## config.mk

```make
export PLATFORM = sky130hd
export DESIGN_NAME = sat_lvl_ctrl
export DESIGN_NICKNAME = d
export VERILOG_FILES = /design/src/rtl/sat_lvl_ctrl.sv
export SDC_FILE = /design/constraint.sdc
export NUM_CORES = 1
export LEC_CHECK = 0
export CAP_MARGIN = 30
export CORE_MARGIN = 4
export CORE_UTILIZATION = 57
export CTS_BUF_LIST = sky130_fd_sc_hd__clkbuf_4 sky130_fd_sc_hd__clkbuf_8
export CTS_CLUSTER_SIZE = 30
export DETAILED_ROUTE_END_ITERATION = 8
export PLACE_DENSITY = 0.83
export RECOVER_POWER = 100
export SYNTH_ARGS = -nofsm -noshare
export SYNTH_HDL_FRONTEND = slang
export SYNTH_SLANG_ARGS = --single-unit
```

## constraint.sdc

```tcl
create_clock -name clk -period 7 [get_ports clk]
set_input_delay 1.75 -clock clk [delete_from_list [all_inputs] [get_ports clk]]
set_output_delay 1.75 -clock clk [all_outputs]
set_load 0.005 [all_outputs]
```

## src/rtl/sat_lvl_ctrl.sv

```systemverilog
// Level/phase controller for one Sat Engine bin.
// Holds the base level, the local decision level L and a per-level table of
// (valid, bin, decided var), and sequences the decide / imply / analyze /
// backtrack phases, including the cross-bin backtrack target computation.
module sat_lvl_ctrl #(
    parameter int NUM_VARS        = 8,
    parameter int NUM_LVLS        = 8,
    parameter int WIDTH_LVL       = 16,
    parameter int WIDTH_BIN       = 10,
    parameter int IMPLY_SETTLE    = 2,
    parameter int ANALYZE_TIMEOUT = 64,
    localparam int LW             = $clog2(NUM_LVLS + 1)
) (
    input  logic                 clk,
    input  logic                 rst_n,
    input  logic                 base_lvl_en,
    input  logic [WIDTH_LVL-1:0] base_lvl_i,
    input  logic [WIDTH_BIN-1:0] cur_bin_num_i,
    input  logic                 start_decision_i,
    input  logic [NUM_VARS-1:0]  decide_index_i,
    input  logic                 decide_none_i,
    output logic                 done_decision_o,
    output logic                 sat_local_o,
    output logic                 lvl_full_o,
    output logic [WIDTH_LVL-1:0] cur_lvl_o,
    output logic [LW-1:0]        local_lvl_o,
    input  logic                 apply_imply_i,
    input  logic [NUM_VARS-1:0]  find_imply_i,
    input  logic [NUM_VARS-1:0]  find_conflict_i,
    output logic                 done_imply_o,
    output logic                 conflict_o,
    input  logic                 apply_analyze_i,
    input  logic                 learnt_valid_i,
    input  logic [WIDTH_LVL-1:0] learnt_max_lvl_i,
    output logic                 add_learntc_en_o,
    output logic                 done_analyze_o,
    output logic                 analyze_timeout_o,
    output logic [WIDTH_LVL-1:0] bkt_lvl_o,
    output logic [WIDTH_BIN-1:0] bkt_bin_o,
    output logic                 bkt_cross_bin_o,
    output logic                 lvl_clamp_o,
    input  logic                 apply_bkt_i,
    output logic                 done_bkt_o,
    output logic                 busy_o
);

    localparam int SW = $clog2(IMPLY_SETTLE + 1);
    localparam int TW = $clog2(ANALYZE_TIMEOUT);

    typedef enum logic [2:0] {
        S_IDLE, S_DECIDE, S_IMPLY, S_FIND, S_ADD, S_ADONE, S_BKT
    } state_t;

    state_t                state_q, state_d;
    logic [WIDTH_LVL-1:0]  base_q, base_d;
    logic [LW-1:0]         l_q, l_d;
    logic [NUM_LVLS:1]     valid_q, valid_d;
    logic [WIDTH_BIN-1:0]  bin_q [1:NUM_LVLS];
    logic [WIDTH_BIN-1:0]  bin_d [1:NUM_LVLS];
    logic [NUM_VARS-1:0]   idx_q [1:NUM_LVLS];
    logic [NUM_VARS-1:0]   idx_d [1:NUM_LVLS];
    logic [SW-1:0]         settle_q, settle_d;
    logic [NUM_VARS-1:0]   prev_imply_q, prev_imply_d;
    logic [TW-1:0]         tcnt_q, tcnt_d;
    logic [LW-1:0]         tgt_q, tgt_d;
    logic                  cross_q, cross_d;
    logic                  clamp_q, clamp_d;
    logic [WIDTH_LVL-1:0]  bkt_lvl_q, bkt_lvl_d;
    logic [WIDTH_BIN-1:0]  bkt_bin_q, bkt_bin_d;
    logic                  timeout_q, timeout_d;
    logic                  done_dec_q, done_dec_d;
    logic                  sat_q, sat_d;
    logic                  full_q, full_d;
    logic                  done_imp_q, done_imp_d;
    logic                  conflict_q, conflict_d;
    logic                  add_q, add_d;
    logic                  done_ana_q, done_ana_d;
    logic                  done_bkt_q, done_bkt_d;
    logic                  busy_q, busy_d;

    logic [LW-1:0]         l_inc;
    logic [WIDTH_LVL-1:0]  t_full;
    logic [LW-1:0]         t_loc;
    logic [WIDTH_BIN-1:0]  bin_sel;

    // Next-state logic: requests are only taken in IDLE, every done/en is a one-cycle pulse
    always_comb begin
        state_d      = state_q;
        base_d       = base_q;
        l_d          = l_q;
        valid_d      = valid_q;
        bin_d        = bin_q;
        idx_d        = idx_q;
        settle_d     = settle_q;
        prev_imply_d = find_imply_i;
        tcnt_d       = tcnt_q;
        tgt_d        = tgt_q;
        cross_d      = cross_q;
        clamp_d      = clamp_q;
        bkt_lvl_d    = bkt_lvl_q;
        bkt_bin_d    = bkt_bin_q;
        timeout_d    = timeout_q;
        done_dec_d   = 1'b0;
        sat_d        = 1'b0;
        full_d       = 1'b0;
        done_imp_d   = 1'b0;
        conflict_d   = 1'b0;
        add_d        = 1'b0;
        done_ana_d   = 1'b0;
        done_bkt_d   = 1'b0;
        l_inc        = l_q + LW'(1);
        t_full       = learnt_max_lvl_i - base_q;
        t_loc        = '0;
        bin_sel      = cur_bin_num_i;

        case (state_q)
            S_IDLE: begin
                if (base_lvl_en) base_d = base_lvl_i;
                if (apply_bkt_i) begin
                    state_d = S_BKT;
                end else if (apply_analyze_i) begin
                    state_d   = S_FIND;
                    timeout_d = 1'b0;
                    tcnt_d    = '0;
                    clamp_d   = 1'b0;
                end else if (apply_imply_i) begin
                    state_d  = S_IMPLY;
                    settle_d = '0;
                end else if (start_decision_i) begin
                    state_d = S_DECIDE;
                end
            end
            S_DECIDE: begin
                state_d    = S_IDLE;
                done_dec_d = 1'b1;
                if (decide_none_i) begin
                    sat_d = 1'b1;
                end else if (l_q == LW'(NUM_LVLS)) begin
                    full_d = 1'b1;
                end else begin
                    l_d = l_inc;
                    for (int i = 1; i <= NUM_LVLS; i++) begin
                        if (LW'(i) == l_inc) begin
                            valid_d[i] = 1'b1;
                            bin_d[i]   = cur_bin_num_i;
                            idx_d[i]   = decide_index_i;
                        end
                    end
                end
            end
            S_IMPLY: begin
                if (|find_conflict_i) begin
                    state_d    = S_IDLE;
                    done_imp_d = 1'b1;
                    conflict_d = 1'b1;
                end else if (find_imply_i == prev_imply_q) begin
                    if (settle_q == SW'(IMPLY_SETTLE - 1)) begin
                        state_d    = S_IDLE;
                        done_imp_d = 1'b1;
                    end else begin
                        settle_d = settle_q + SW'(1);
                    end
                end else begin
                    settle_d = '0;
                end
            end
            S_FIND: begin
                if (learnt_valid_i) begin
                    state_d = S_ADD;
                    add_d   = 1'b1;
                    if (learnt_max_lvl_i <= base_q) begin
                        cross_d   = 1'b1;
                        tgt_d     = '0;
                        bkt_lvl_d = learnt_max_lvl_i;
                        bkt_bin_d = cur_bin_num_i;
                    end else begin
                        if (t_full > WIDTH_LVL'(l_q)) begin
                            t_loc   = l_q;
                            clamp_d = 1'b1;
                        end else begin
                            t_loc = t_full[LW-1:0];
                        end
                        for (int i = 1; i <= NUM_LVLS; i++) begin
                            if (LW'(i) == t_loc) bin_sel = bin_q[i];
                        end
                        cross_d   = 1'b0;
                        tgt_d     = t_loc;
                        bkt_lvl_d = base_q + WIDTH_LVL'(t_loc);
                        bkt_bin_d = bin_sel;
                    end
                end else if (tcnt_q == TW'(ANALYZE_TIMEOUT - 1)) begin
                    state_d    = S_ADONE;
                    timeout_d  = 1'b1;
                    done_ana_d = 1'b1;
                end else begin
                    tcnt_d = tcnt_q + TW'(1);
                end
            end
            S_ADD: begin
                state_d    = S_ADONE;
                done_ana_d = 1'b1;
            end
            S_ADONE: begin
                state_d = S_IDLE;
            end
            S_BKT: begin
                state_d    = S_IDLE;
                done_bkt_d = 1'b1;
                if (cross_q) begin
                    l_d     = '0;
                    valid_d = '0;
                end else begin
                    l_d = tgt_q;
                    for (int i = 1; i <= NUM_LVLS; i++) begin
                        if (LW'(i) > tgt_q) valid_d[i] = 1'b0;
                    end
                end
            end
            default: state_d = S_IDLE;
        endcase

        busy_d = (state_d != S_IDLE) | done_dec_d | done_imp_d | done_ana_d | done_bkt_d;
    end

    // State register with asynchronous active-low clear of everything
    always_ff @(posedge clk or negedge rst_n) begin
        if (!rst_n) begin
            state_q      <= S_IDLE;
            base_q       <= '0;
            l_q          <= '0;
            valid_q      <= '0;
            for (int i = 1; i <= NUM_LVLS; i++) begin
                bin_q[i] <= '0;
                idx_q[i] <= '0;
            end
            settle_q     <= '0;
            prev_imply_q <= '0;
            tcnt_q       <= '0;
            tgt_q        <= '0;
            cross_q      <= 1'b0;
            clamp_q      <= 1'b0;
            bkt_lvl_q    <= '0;
            bkt_bin_q    <= '0;
            timeout_q    <= 1'b0;
            done_dec_q   <= 1'b0;
            sat_q        <= 1'b0;
            full_q       <= 1'b0;
            done_imp_q   <= 1'b0;
            conflict_q   <= 1'b0;
            add_q        <= 1'b0;
            done_ana_q   <= 1'b0;
            done_bkt_q   <= 1'b0;
            busy_q       <= 1'b0;
        end else begin
            state_q      <= state_d;
            base_q       <= base_d;
            l_q          <= l_d;
            valid_q      <= valid_d;
            bin_q        <= bin_d;
            idx_q        <= idx_d;
            settle_q     <= settle_d;
            prev_imply_q <= prev_imply_d;
            tcnt_q       <= tcnt_d;
            tgt_q        <= tgt_d;
            cross_q      <= cross_d;
            clamp_q      <= clamp_d;
            bkt_lvl_q    <= bkt_lvl_d;
            bkt_bin_q    <= bkt_bin_d;
            timeout_q    <= timeout_d;
            done_dec_q   <= done_dec_d;
            sat_q        <= sat_d;
            full_q       <= full_d;
            done_imp_q   <= done_imp_d;
            conflict_q   <= conflict_d;
            add_q        <= add_d;
            done_ana_q   <= done_ana_d;
            done_bkt_q   <= done_bkt_d;
            busy_q       <= busy_d;
        end
    end

    assign done_decision_o   = done_dec_q;
    assign sat_local_o       = sat_q;
    assign lvl_full_o        = full_q;
    assign cur_lvl_o         = base_q + WIDTH_LVL'(l_q);
    assign local_lvl_o       = l_q;
    assign done_imply_o      = done_imp_q;
    assign conflict_o        = conflict_q;
    assign add_learntc_en_o  = add_q;
    assign done_analyze_o    = done_ana_q;
    assign analyze_timeout_o = timeout_q;
    assign bkt_lvl_o         = bkt_lvl_q;
    assign bkt_bin_o         = bkt_bin_q;
    assign bkt_cross_bin_o   = cross_q;
    assign lvl_clamp_o       = clamp_q;
    assign done_bkt_o        = done_bkt_q;
    assign busy_o            = busy_q;

endmodule

```

==> impl_metrics.json <==
{
  "arrival_ns": 7.15,
  "syn_area_sq_um": 9580,
  "dp_slack_ns": -0.247,
  "grt_pass1_wl_um": 43400,
  "n_antenna_cell": 0,
  "critPathLaunchType": "input port",
  "violations": "capacitance limit, slew limit",
  "synth_mux_area_share_pct": 11.5,
  "max_slew_margin_pct": -96.7,
  "synth_edf_count": 0,
  "drv_cap": 4,
  "synthSimpleGateAreaFrac_pct": 15.0,
  "drive_gt1_share_pct": 14.0,
  "worst_pin_slew_ns": 2.95,
  "grt_pass1_vias": 8203,
  "first_pass_iters": 5,
  "synthesis.instances": 1009,
  "slew_violations": 177,
  "insertion_delay_ns": 0.48,
  "crit_fanout": 20,
  "seq_area_sq_um": 4030,
  "cts_root_buf": "clkbuf_8",
  "fill_cells": 1287,
  "hpwl_um": 20200,
  "cts_tree": "built",
  "area_growth_syn_to_layout_pct": 21.1,
  "synth_cell_types": 74,
  "avgSynthCellArea_sq_um": 9.50,
  "fp.dieW_um": 138,
  "yosys-top-cells-area": "dfrtp_1, mux2_2, ha_1, nand2_1, a21oi_1",
  "grt.total_usage_pct": 29.7,
  "portBuffers": 124,
  "setup_ws_ns": 0.243,
  "final_nets": 1254,
  "synth-adder-area-share_pct": 5.20,
  "htree_levels": 4,
  "timing.fmax_mhz": 148,
  "grt_overflow_total": 0,
  "dp_cells": 1340,
  "wl_met1_um": 11600,
  "maxUsedRoutingLayer": "met4",
  "p_total_uw": 4860,
  "coreArea_sq_um": 16500,
  "drc_errors": 0,
  "clkSlewWorstSetupHoldPaths_ns": 0.09,
  "cts_setup_buffers": 0,
  "final-hold-violation-count": 0,
  "end_kind": "register",
  "rows": 47,
  "power.density_cell_area_nw_per_um2": 419,
  "drtIter0Drc": 765,
  "vias": 8439,
  "ys_seq_area_share_pct": 42.0,
  "io_pins": 133,
  "fin_crit_sh_pct": 96.5,
  "antenna_found_initial": 0,
  "synth_area_leader_cell": "dfrtp_1",
  "ir_worst_vdd_v": 0.000217,
  "syn_nets": 1122,
  "min_period_ns": 6.76,
  "hp-class": "reg2reg",
  "async_reset_ff_share_pct": 100,
  "synth_compound_gate_area_share_pct": 18.3,
  "route.detailed.wl_per_inst_um": 20.2,
  "whs_ns": 0.477,
  "gp_congestion": 0.971,
  "status": "complete, but fails checks",
  "crit_type": "in2reg",
  "worstPathRequired_ns": 7.40,
  "numCtsBuffers": 17,
  "dieArea_sq_um": 18900,
  "multiInputGateArea_sq_um": 5200,
  "final_cells": 1374,
  "finalSetupViolations": 0,
  "synth_warnings": 0,
  "finish.utilization_pct": 70.2,
  "start_util_pct": 58.0,
  "leakage_uw": 0.00538,
  "route.met3.wl_um": 1850,
  "die_h_um": 138,
  "synth-xor-area-share_pct": 4.02,
  "wl_met2_um": 13700,
  "routed_wl_um": 27800,
  "clock-sinks": 161,
  "clock_skew_ns": 0.0128,
  "ctsLongestPathBuffers": 2,
  "grt_max_degree": 110,
  "synth_top_family_by_area": "compound AO/OA/AOI/OAI gates",
  "viasPerCell": 6.14,
  "final_antenna_net_count": 0,
  "synth_ff_type": "dfrtp_1",
  "ys_ff_latch": 161,
  "yosysTopAreaCellShare_pct": 42.0
}
-- power by group --
group          leakage (uW)  total (uW)  switching (uW)  internal [uW]
Sequential          0.00209        1490             249           1250
Combinational       0.00309        2650            1480           1170
Clock              0.000199         717             381            337
-- final timing paths --
check	from	end	slack (ns)	cells after the start
worst max-delay path	learnt_max_lvl_i[0]	bkt_bin_o[5]	0.24	21
worst min-delay path	bkt_lvl_o[4]	bkt_lvl_o[4]	0.48	2
worst max register to register	base_q[0]	bkt_bin_o[5]	1.56	20
worst min register to register	bkt_lvl_o[4]	bkt_lvl_o[4]	0.48	2
max in group asynchronous	rst_n	add_learntc_en_o	1.14	2
min in group asynchronous	rst_n	settle_q[1]	1.97	1
-- layer usage --
layer  vias up  global-route usage [%]
li1       3948                       -
met3        52                    4.13
met1      4083                    38.8
met4         0                    11.4
met5         -                       0
met2       356                    50.1
-- critical path: stages --
cell and delay, ns:
clkdlybuf4s50_1 0.51, inv_1 0.06, ha_1 0.22, fa_1 0.42, xor2_2 0.17, inv_1 0.08
ha_1 0.30, a21oi_1 0.15, o22ai_1 0.09, o22ai_1 0.16, o311ai_0 0.14, or4_1 0.58
nor4_1 0.18, clkbuf_1 0.20, nand2_1 0.10, buf_4 0.16, clkbuf_2 0.33, mux2i_1 0.90
nor2_1 0.27, o2111ai_1 0.18, a2bb2oi_1 0.20
-- registers in the layout, summed over array words and instances, names as in the netlist, 2 cells and up --
name          cells
bin_q            80
base_q           16
bkt_lvl_o        16
prev_imply_q      8
bkt_bin_o        10
state_q           3
settle_q          2
tgt_q             4
tcnt_q            6
local_lvl_o       4
-- cells by family after synthesis --
group | after synthesis
simple gates | 304
compound gates | 263
flops | 161
mux | 100
buf+inv | 99
xor+xnor | 44
fa+ha+maj | 38
-- stage by stage --
stage | setup TNS [ns] | cell area [sq um]
2_1_floorplan | 0 | 9580
3_3_place_gp | -0.804 | 11200
3_5_place_dp | -1.70 | 11200
4_1_cts | 0 | 11600
5_1_grt | -0.0582 | 11600
6_report | 0 | 11600
-- layout by cell type, fill, tap and decap left out, types with 27 or more instances in the layout --
| master | instances |
|---|---|
| a21oi_1 | 65 |
| buf_4 | 31 |
| clkdlybuf4s50_1 | 52 |
| dfrtp_1 | 161 |
| dlygate4sd3_1 | 71 |
| ha_1 | 35 |
| inv_1 | 45 |
| mux2_2 | 80 |
| nand2_1 | 96 |
| nand3_1 | 27 |
| nor2_1 | 78 |
| o21ai_0 | 60 |
| xnor2_1 | 36 |
-- area by class of cell --
cell class                      count  share of cell area (%)
Timing Repair Buffer              166                    13.1
Tap cell                          220                    2.37
Clock buffer                       19                    2.20
Inverter                           46                    1.49
Clock inverter                     13                    1.30
Sequential cell                   161                    34.7
Multi-Input combinational cell    749                    44.8
-- Yosys cell counts (7+ instances only) --
cell type  number
a211oi_1        8
a21o_1         18
a21oi_1        66
a22oi_1         7
and2_1          8
and3_1         19
buf_1           8
clkbuf_1       40
dfrtp_1       161
ha_1           35
inv_1          45
mux2_2         80
mux2i_1        19
nand2_1        96
nand2b_1        7
nand3_1        28
nand4_1        10
nor2_1         78
nor3_1         24
o2111ai_1      10
o21ai_0        59
o221ai_1        7
o22ai_1        11
xnor2_1        36
xor2_1          8
-- repair_timing --
action                                  4_1_cts  5_1_grt
gates resized for setup                       0        5
hold buffers                                  0        0
endpoints found under the setup margin        0        9
No activity file was read; power rests on OpenSTA's default activity.
